File: src/rtl/uart_tx_cfg.sv
// uart_tx_cfg: runtime-configurable UART transmitter with an internal TX FIFO.
// Ports:
//    clk_i, rst_ni         clock, asynchronous active-low reset
//    tx_en_i               new frames launch only while high
//    tx_wen_i, din_i       FIFO write strobe and data (writes while full are dropped)
//    baud_div_i            clocks per bit; 0 selects CLK_FREQ/BAUD_RATE, 1 acts as 2
//    data_bits_i           data bits per frame, clamped to 5..DATA_WIDTH
//    parity_i              00/11 none, 01 even, 10 odd
//    stop2_i               0 one stop bit, 1 two stop bits
//    empty_o, full_o       FIFO status
//    level_o               FIFO occupancy
//    busy_o                frame in progress
//    tx_done_o             high on the last clock of the final stop bit
//    tx_bit_o              registered serial output, idles high
module uart_tx_cfg #(
   parameter int CLK_FREQ   = 50_000_000,
   parameter int BAUD_RATE  = 115_200,
   parameter int DATA_WIDTH = 8,
   parameter int FIFO_DEPTH = 16,
   parameter int DIV_WIDTH  = 16
) (
   input  logic                          clk_i,
   input  logic                          rst_ni,
   input  logic                          tx_en_i,
   input  logic                          tx_wen_i,
   input  logic [DATA_WIDTH-1:0]         din_i,
   input  logic [DIV_WIDTH-1:0]          baud_div_i,
   input  logic [3:0]                    data_bits_i,
   input  logic [1:0]                    parity_i,
   input  logic                          stop2_i,
   output logic                          empty_o,
   output logic                          full_o,
   output logic [$clog2(FIFO_DEPTH):0]   level_o,
   output logic                          busy_o,
   output logic                          tx_done_o,
   output logic                          tx_bit_o
);
   localparam int AW = $clog2(FIFO_DEPTH);
   localparam int LW = AW + 1;
   localparam logic [DIV_WIDTH-1:0] DIV_DEF = DIV_WIDTH'(CLK_FREQ / BAUD_RATE);
   localparam logic [3:0] DW4 = 4'(DATA_WIDTH);

   typedef enum logic [2:0] {IDLE, START, DATA, PARITY, STOP} state_e;

   state_e                 state_q, state_d;
   logic [DATA_WIDTH-1:0]  mem_q [FIFO_DEPTH];
   logic [AW-1:0]          wr_q, rd_q;
   logic [LW-1:0]          cnt_q;
   logic [DATA_WIDTH-1:0]  data_q, data_d, mask, head;
   logic [DIV_WIDTH-1:0]   div_q, div_d, baud_q, baud_d, div_eff;
   logic [3:0]             bits_q, bits_d, idx_q, idx_d, b_eff;
   logic                   par_en_q, par_en_d, par_q, par_d, stop2_q, stop2_d, tx_q, tx_d;
   logic                   push, launch, bit_end, frame_end;

   assign empty_o   = cnt_q == '0;
   assign full_o    = cnt_q == LW'(FIFO_DEPTH);
   assign level_o   = cnt_q;
   assign busy_o    = state_q != IDLE;
   assign tx_bit_o  = tx_q;
   assign tx_done_o = frame_end;
   assign head      = mem_q[rd_q];
   assign push      = tx_wen_i && !full_o;
   // div_q holds the last baud count (D-1), so a bit ends when the counter reaches it
   assign bit_end   = state_q != IDLE && baud_q == div_q;
   // idx_q doubles as the stop-bit index once the data bits are out
   assign frame_end = state_q == STOP && bit_end && (!stop2_q || idx_q[0]);
   assign launch    = tx_en_i && !empty_o && (state_q == IDLE || frame_end);

   always_comb begin
      div_eff = baud_div_i == '0 ? DIV_DEF : baud_div_i;
      b_eff   = data_bits_i < 4'd5 ? 4'd5 : (data_bits_i > DW4 ? DW4 : data_bits_i);
      mask    = '0;
      for (int i = 0; i < DATA_WIDTH; i++) mask[i] = 4'(i) < b_eff;
   end

   always_comb begin
      state_d  = state_q;
      data_d   = data_q;
      div_d    = div_q;
      bits_d   = bits_q;
      par_en_d = par_en_q;
      par_d    = par_q;
      stop2_d  = stop2_q;
      idx_d    = idx_q;
      tx_d     = tx_q;
      baud_d   = (state_q == IDLE || bit_end) ? '0 : baud_q + DIV_WIDTH'(1);
      if (launch) begin
         state_d  = START;
         data_d   = head;
         div_d    = div_eff <= DIV_WIDTH'(1) ? DIV_WIDTH'(1) : div_eff - DIV_WIDTH'(1);
         bits_d   = b_eff;
         par_en_d = parity_i[0] ^ parity_i[1];
         par_d    = (^(head & mask)) ^ parity_i[1];
         stop2_d  = stop2_i;
         idx_d    = '0;
         tx_d     = 1'b0;
         baud_d   = '0;
      end else if (bit_end) begin
         case (state_q)
            START: begin
               state_d = DATA;
               tx_d    = data_q[0];
               data_d  = data_q >> 1;
            end
            DATA: begin
               if (idx_q == bits_q - 4'd1) begin
                  state_d = par_en_q ? PARITY : STOP;
                  tx_d    = par_en_q ? par_q : 1'b1;
                  idx_d   = '0;
               end else begin
                  idx_d  = idx_q + 4'd1;
                  tx_d   = data_q[0];
                  data_d = data_q >> 1;
               end
            end
            PARITY: begin
               state_d = STOP;
               tx_d    = 1'b1;
            end
            STOP: begin
               state_d = frame_end ? IDLE : STOP;
               idx_d   = idx_q + 4'd1;
            end
            default: state_d = IDLE;
         endcase
      end
   end

   always_ff @(posedge clk_i) if (push) mem_q[wr_q] <= din_i;

   always_ff @(posedge clk_i or negedge rst_ni) begin
      if (!rst_ni) begin
         wr_q     <= '0;
         rd_q     <= '0;
         cnt_q    <= '0;
         state_q  <= IDLE;
         data_q   <= '0;
         div_q    <= DIV_WIDTH'(1);
         bits_q   <= 4'd5;
         par_en_q <= 1'b0;
         par_q    <= 1'b0;
         stop2_q  <= 1'b0;
         idx_q    <= '0;
         baud_q   <= '0;
         tx_q     <= 1'b1;
      end else begin
         wr_q     <= wr_q + AW'(push);
         rd_q     <= rd_q + AW'(launch);
         cnt_q    <= cnt_q + LW'(push) - LW'(launch);
         state_q  <= state_d;
         data_q   <= data_d;
         div_q    <= div_d;
         bits_q   <= bits_d;
         par_en_q <= par_en_d;
         par_q    <= par_d;
         stop2_q  <= stop2_d;
         idx_q    <= idx_d;
         baud_q   <= baud_d;
         tx_q     <= tx_d;
      end
   end
endmodule

File: config.mk
export PLATFORM = sky130hd
export DESIGN_NAME = uart_tx_cfg
export DESIGN_NICKNAME = d
export VERILOG_FILES = /design/src/rtl/uart_tx_cfg.sv
export SDC_FILE = /design/constraint.sdc
export NUM_CORES = 1
export LEC_CHECK = 0
export BUFFER_PORTS_ARGS = -buffer_cell sky130_fd_sc_hd__buf_2
export CORE_MARGIN = 3
export CORE_UTILIZATION = 65
export DETAILED_ROUTE_END_ITERATION = 6
export GPL_TIMING_DRIVEN = 1
export PLACE_DENSITY_LB_ADDON = 0.25
export SYNTH_ARGS = -nofsm -noshare
export SYNTH_HDL_FRONTEND = slang
export SYNTH_SLANG_ARGS = --single-unit
export TNS_END_PERCENT = 30
File: constraint.sdc
create_clock -name clk_i -period 9.6 [get_ports clk_i]
set_clock_uncertainty 0.15 [all_clocks]
set_input_delay 0.96 -clock clk_i [delete_from_list [all_inputs] [get_ports clk_i]]
set_output_delay 0.96 -clock clk_i [all_outputs]
set_load 0.01 [all_outputs]
==> results.yml, run 1 <==
status:
  status: "complete, no violations"
setup_path:
  rr_endpoint: "level_o[4]$_DFF_PN0_"
  crit_path_start: "baud_q[9]$_DFF_PN0_"
  arrival_ns: 5.09
  r2r_start: "baud_q[9]$_DFF_PN0_"
  cp-endpoint: "level_o[4]$_DFF_PN0_"
  crit_type: "reg2reg"
  critPathMaxFanout: 32
  worstSetupStartpointType: "register"
  cp-end-kind: "register"
  required_ns: 9.76
  reg2reg_depth: 16
  r2r_slack_ns: 4.67
synth:
  syn_area_um2: 8740
  synth_edf_count: 128
  synth_area_leaders: "edfxtp_1 (44%), dfrtp_1 (18%), xor2_1 (3.7%)"
  yosys.area.top_type_share_pct: 44.0
  yosys_most_used_dff: "edfxtp_1"
  ys_warn_count: 0
  synthMostInstantiatedCell: "edfxtp_1"
  seq_area_frac_synth_pct: 63.5
  ys_seq_elements: 196
  syn_inst: 651
  yosysTopAreaCell: "edfxtp_1"
  synth_nets: 702
  yosysUniqueCellTypes: 53
  syn_avg_cell_area_um2: 13.4
  synth_commonest_cells: "edfxtp_1 (128), nand2_1 (65), dfrtp_1 (64)"
  async_flop_share_pct: 34.7
die:
  initial_utilization_pct: 67.9
  core_area_um2: 12900
  die_x_um: 122
  pin_count: 45
  dieHeight_um: 122
  rows: 41
  design.die.area_um2: 14900
clock_network:
  ctsResizeCount: 0
  cts_sinks: 196
  cts.reportedPaths.clkPinSlew_ns: 0.07
  cts_max_level: 4
  postCtsSetupBuffers: 0
  hold_buffers: 0
  cts_tree: "yes"
  cts_root_buffer: "clkbuf_16"
  worstSkewPairLatency_ns: 0.43
  cts_buffers: 17
  clockBufferDepth: 2
sta:
  worst_pin_slew_ns: 0.966
  final.period_utilization_pct: 51.4
  maxSlewViolCount: 0
  setup-tns-final_ns: 0
  setup_violations: 0
  fin_crit_ns: 4.93
  relSlewSlack_pct: 35.1
  rsz0062_at_grt: "no"
  max_freq_mhz: 203
  hold_viol: 0
detailed_routing:
  wirelength_mm: 17.7
  maxUsedRoutingLayer: "met4"
  wl_met3_um: 860
  viasPerCell: 6.20
  first_pass_iters: 5
  drc_errors: 0
  post_drt_wl_per_cell_um: 20.1
  route.vias.total: 5441
  ant_nets: 0
  dr_wl_met2_mm: 9.18
  drt_iter0_drc: 516
  met1_length_mm: 7.30
power:
  power.share.clock_pct: 23.7
  power_frac_seq_pct: 43.3
  p_leak_nw: 3.79
  p_int_mw: 1.87
  ir_worst_vdd_mv: 0.195
  power.density_nw_per_um2: 293
  power.net_switching_mw: 0.957
  switching_share_pct: 33.9
  combPwrFrac_pct: 32.9
grt:
  grt_pass1_vias: 5468
  antenna_found_initial: 0
  grt_usage_pct: 25.9
  grt_start_max_net_pins: 69
  grt_overflow: 0
  grt_pass1_wl_mm: 28.8
placed_design:
  portBuffers: 44
  gp_congestion: 0.854
  dpl.hpwl_mm: 11.7
final_layout:
  syn_to_final_growth_pct: 10.2
  antenna_cells: 0
  fillCellCount: 799
  utilization_pct: 74.8
  layout-drive-gt1-share_pct: 14.6
  nNetsFinal: 744
worst_hold_path:
  hold_path_class: "reg2reg"
run:
  drv_cap: 0
## how the worst min path moves through the flow
stage                            end             startpoint  slack, ns  depth (start not counted)
2_1_floorplan  data_q[3]$_DFFE_PN0P_  data_q[3]$_DFFE_PN0P_       0.30                          2
3_3_place_gp   data_q[1]$_DFFE_PN0P_  data_q[1]$_DFFE_PN0P_       0.31                          2
3_5_place_dp   data_q[1]$_DFFE_PN0P_  data_q[1]$_DFFE_PN0P_       0.31                          2
4_1_cts        data_q[1]$_DFFE_PN0P_  data_q[1]$_DFFE_PN0P_       0.33                          2
5_1_grt        data_q[4]$_DFFE_PN0P_  data_q[4]$_DFFE_PN0P_       0.37                          2
6_report       data_q[1]$_DFFE_PN0P_  data_q[1]$_DFFE_PN0P_       0.33                          2
## metrics by stage
| step | worst slack [ns] | instances | hold slack (ns) | power [mW] | instance area (um^2) |
|---|---|---|---|---|---|
| final | 4.67 | 877 | 0.334 | 2.82 | 9630 |
| after global routing | 4.28 | 877 | 0.367 | 2.98 | 9630 |
| after CTS | 4.68 | 877 | 0.329 | 2.83 | 9630 |
| after detailed placement | 4.70 | 846 | 0.313 | 2.16 | 9080 |
| after global placement | 4.89 | 846 | 0.311 | 2.11 | 9080 |
| after floorplan | 6.18 | 651 | 0.296 | 1.92 | 8740 |
## final cells by class
cell class / count / area [um^2] / share of cell area [%]
multi-input combinational: 408 / 2970 / 30.8
clock inverter: 14 / 126 / 1.31
tap: 172 / 215 / 2.23
inverter: 19 / 71.3 / 0.741
sequential: 196 / 5550 / 57.6
clock buffer: 17 / 425 / 4.42
timing repair buffer: 51 / 273 / 2.83
## kinds of logic after synthesis
kind of cell	count (synthesis)	synth area share, %
DFF	196	63.5
buffers and inverters	47	2.55
muxes	50	8.17
adders and majority gates	16	2.38
and+or+nand+nor	187	9.63
AOI/OAI and AO/OA	93	7.07
xor gates and xnor gates	62	6.70
## worst max-delay path, cell delays in order (launching register included)
cell,delay [ns]
dfrtp_1,0.44
xor2_1,0.17
nor4_1,0.42
nand4_1,0.38
a21o_1,0.29
a211o_1,0.65
inv_1,0.86
ha_1,0.37
inv_1,0.06
ha_1,0.15
inv_1,0.06
fa_1,0.41
inv_1,0.08
a21oi_1,0.06
nor2_1,0.10
nor2_1,0.06
xnor2_1,0.11
## power groups by stage
stage               registers (mW)  logic [mW]  clock network [mW]
floorplan                     1.17       0.751                   0
global placement              1.22       0.888                   0
detailed placement            1.23       0.922                   0
CTS                           1.22       0.935               0.677
global route                  1.24        1.02               0.712
finish                        1.22       0.929               0.670
## metal layers
layer | up-vias | track usage (%)
li1 | 2480 | -
met2 | 174 | 43.9
met4 | 0 | 8.40
met3 | 30 | 5.11
met1 | 2757 | 34.1
met5 | - | 0
## sequential cells by signal, indices dropped and copies added (netlist names), 4 cells and up
name and flops:
rd_q 4, bits_q 4, data_q 8, baud_q 16, mem_q 128, idx_q 4, wr_q 4, div_q 16
level_o 5
## placed cells by master, fill, tap and decap left out, types with 5 or more instances in the layout
master,n
clkbuf_16,17
xnor2_1,22
nand2_1,65
a21oi_1,14
nor3_1,14
buf_4,7
inv_1,19
a221oi_1,14
mux2i_1,29
nor4_1,6
a22oi_1,15
o21ai_0,30
buf_2,44
mux4_2,14
mux2_2,5
dfrtp_1,63
nand3_1,13
xor2_1,37
and3_1,9
edfxtp_1,128
nor2_1,59
ha_1,15
No activity file was read; power rests on OpenSTA's default activity.
==> inputs of run 2 (changes only) <==
--- a/config.mk
+++ b/config.mk
@@ -7,7 +7,7 @@
 export LEC_CHECK = 0
 export BUFFER_PORTS_ARGS = -buffer_cell sky130_fd_sc_hd__buf_2
 export CORE_MARGIN = 3
-export CORE_UTILIZATION = 65
+export CORE_UTILIZATION = 61
 export DETAILED_ROUTE_END_ITERATION = 6
 export GPL_TIMING_DRIVEN = 1
 export PLACE_DENSITY_LB_ADDON = 0.25
==> constraint.sdc (replaced) <==
create_clock -name clk_i -period 4.6 [get_ports clk_i]
set_clock_uncertainty 0.15 [all_clocks]
set_input_delay 0.46 -clock clk_i [delete_from_list [all_inputs] [get_ports clk_i]]
set_output_delay 0.46 -clock clk_i [all_outputs]
set_load 0.01 [all_outputs]
==> run 2 against run 1 <==
Clock-buffer cell count is 2 higher. Sequential share of layout area is 0.56 points lower. Via count is 0.77% lower. Flip-flop and latch count stayed put. Register-to-register slack worse by 3.6 ns. Utilization is 5.0 points lower.
==> results.yml, run 2 (synthesis results as in run 1) <==
status:
  status: "complete, no violations"
detailed_routing:
  wirelength_mm: 17.4
  drc_errors: 0
  route.vias.total: 5399
  first_pass_iters: 5
  ant_nets: 0
  post_drt_wl_per_cell_um: 19.6
  viasPerCell: 6.06
  drt_iter0_drc: 422
placed_design:
  place_ws_ns: 1.03
  gp_congestion: 0.818
  portBuffers: 44
  placed_area_um2: 9120
  dpl.hpwl_mm: 11.9
final_layout:
  top_regs: "mem_q: 128 flops, baud_q: 16 flops, div_q: 16 flops"
  syn_to_final_growth_pct: 11.3
  utilization_pct: 69.8
  nNetsFinal: 749
  mostFrequentLayoutCells: "edfxtp_1 (128), nand2_1 (65), dfrtp_1 (63)"
  final_common_cell: "edfxtp_1"
  layout-drive-gt1-share_pct: 15.5
  regMostFlops: "mem_q"
  antenna_cells: 0
  largest_register_ffs: 128
  final_area_um2: 9730
setup_path:
  arrival_ns: 3.72
  path_cells: "xor2_1, nor4_1, nand4_1, a21o_1, a211o_1, inv_1, ha_1, inv_1, ha_1, inv_1, fa_1, inv_1, a21oi_1, nor2_1, nor2_1, xnor2_1"
  reg2reg_depth: 16
  cp.buffers_inverters: 4
  crit_family: "simple AND/OR/NAND/NOR gates"
  worstSetupStartpointType: "register"
  cp.depth: 16
  slowest_stage: "dfrtp_1"
  max_stage_delay_ns: 0.45
  cp-end-kind: "register"
  worst_path_most_repeated_cell: "inv_1"
  required_ns: 4.76
  critPathMaxFanout: 8
  crit_type: "reg2reg"
grt:
  grt_pass1_wl_mm: 28.3
  use_met1_pct: 29.7
  grt_usage_pct: 23.0
  antenna_found_initial: 0
  busiest_layer: "met2"
  grt_pass1_vias: 5376
  grt_overflow: 0
  grt_use_met3_pct: 5.85
  grt_start_max_net_pins: 59
  use_met2_pct: 39.1
die:
  dieHeight_um: 126
  rows: 43
  core_area_um2: 13900
  initial_utilization_pct: 62.7
  die_x_um: 126
  design.die.area_um2: 15800
  pin_count: 45
sta:
  worst_pin_slew_ns: 1.06
  hold_viol: 0
  fin_ws_ns: 1.04
  max_freq_mhz: 281
  relSlewSlack_pct: 28.6
  holdWs_ns: 0.0998
  fin_crit_ns: 3.56
  rsz0062_at_grt: "no"
  setup-tns-final_ns: 0
  final.period_utilization_pct: 77.4
  maxSlewViolCount: 0
  setup_violations: 0
clock_network:
  ctsResizeCount: 0
  cts_buffers: 17
  hold_buffers: 1
  clockBufferDepth: 2
  cts_tree: "yes"
  cts_max_level: 4
  worstSkewPairLatency_ns: 0.42
  cts.reportedPaths.clkPinSlew_ns: 0.07
  postCtsSetupBuffers: 0
  cts_root_buffer: "clkbuf_16"
  cts_sinks: 196
worst_hold_path:
  whs_path_depth: 3
  hold_path_class: "in2reg"
power:
  combPwrFrac_pct: 31.9
  p_int_mw: 3.97
  p_leak_nw: 3.85
  switching_share_pct: 33.4
  power.density_nw_per_um2: 613
  power.net_switching_mw: 1.99
  power_frac_seq_pct: 43.1
  ir_worst_vdd_mv: 0.457
  power.share.clock_pct: 25.0
run:
  drv_cap: 0
-- run 2: cell count changes in the layout (fill, tap and decap cells not counted), sizes merged --
cell	delta
buf	+4
bufinv	+1
clkbuf	+2
clkinv	-2
clkinvlp	-1
dlygate4sd3	+1
inv	+1
-- run 2: area by class of cell --
| type | count | area, um^2 |
|---|---|---|
| Clock buffer | 19 | 433 |
| Clock inverter | 13 | 164 |
| Fill cell | 909 | 4210 |
| Inverter | 19 | 71.3 |
| Multi-Input combinational cell | 408 | 2970 |
| Sequential cell | 196 | 5550 |
| Tap cell | 180 | 225 |
| Timing Repair Buffer | 56 | 313 |
-- run 2: through the flow --
stage          instances  total power, mW
4_1_cts              891             6.00
3_3_place_gp         858             4.41
2_1_floorplan        651             4.01
3_5_place_dp         858             4.49
6_report             891             5.96
5_1_grt              891             6.28
-- run 2: layer usage --
layer | wire length (um) | share of wire [%]
met5 | 0 | 0
met4 | 272 | 1.6
met3 | 1030 | 5.9
met2 | 9030 | 52
met1 | 7110 | 41
-- run 2: final timing paths --
check	startpoint	to	slack, ns
worst max-delay path	baud_q[0]$_DFF_PN0_	level_o[4]$_DFF_PN0_	1.04
worst min-delay path	stop2_i	stop2_q$_DFFE_PN0N_	0.1
worst max register to register	baud_q[0]$_DFF_PN0_	level_o[4]$_DFF_PN0_	1.04
worst min register to register	data_q[3]$_DFFE_PN0P_	data_q[3]$_DFFE_PN0P_	0.33
max in group asynchronous	rst_ni	rd_q[0]$_DFF_PN0_	2.97
min in group asynchronous	rst_ni	wr_q[2]$_DFF_PN0_	0.29
-- run 2: power by group through the flow --
| stage | registers [mW] | clock network [mW] | logic, mW |
|---|---|---|---|
| after floorplan | 2.45 | 0 | 1.57 |
| after global placement | 2.58 | 0 | 1.83 |
| after detailed placement | 2.60 | 0 | 1.89 |
| after CTS | 2.57 | 1.51 | 1.91 |
| after global routing | 2.62 | 1.58 | 2.09 |
| final | 2.57 | 1.49 | 1.90 |
-- run 2: worst min-delay path, delay by kind of cell --
kind,cells,cell delay (ns)
simple gates,2,0.10
buf+inv,1,0.08
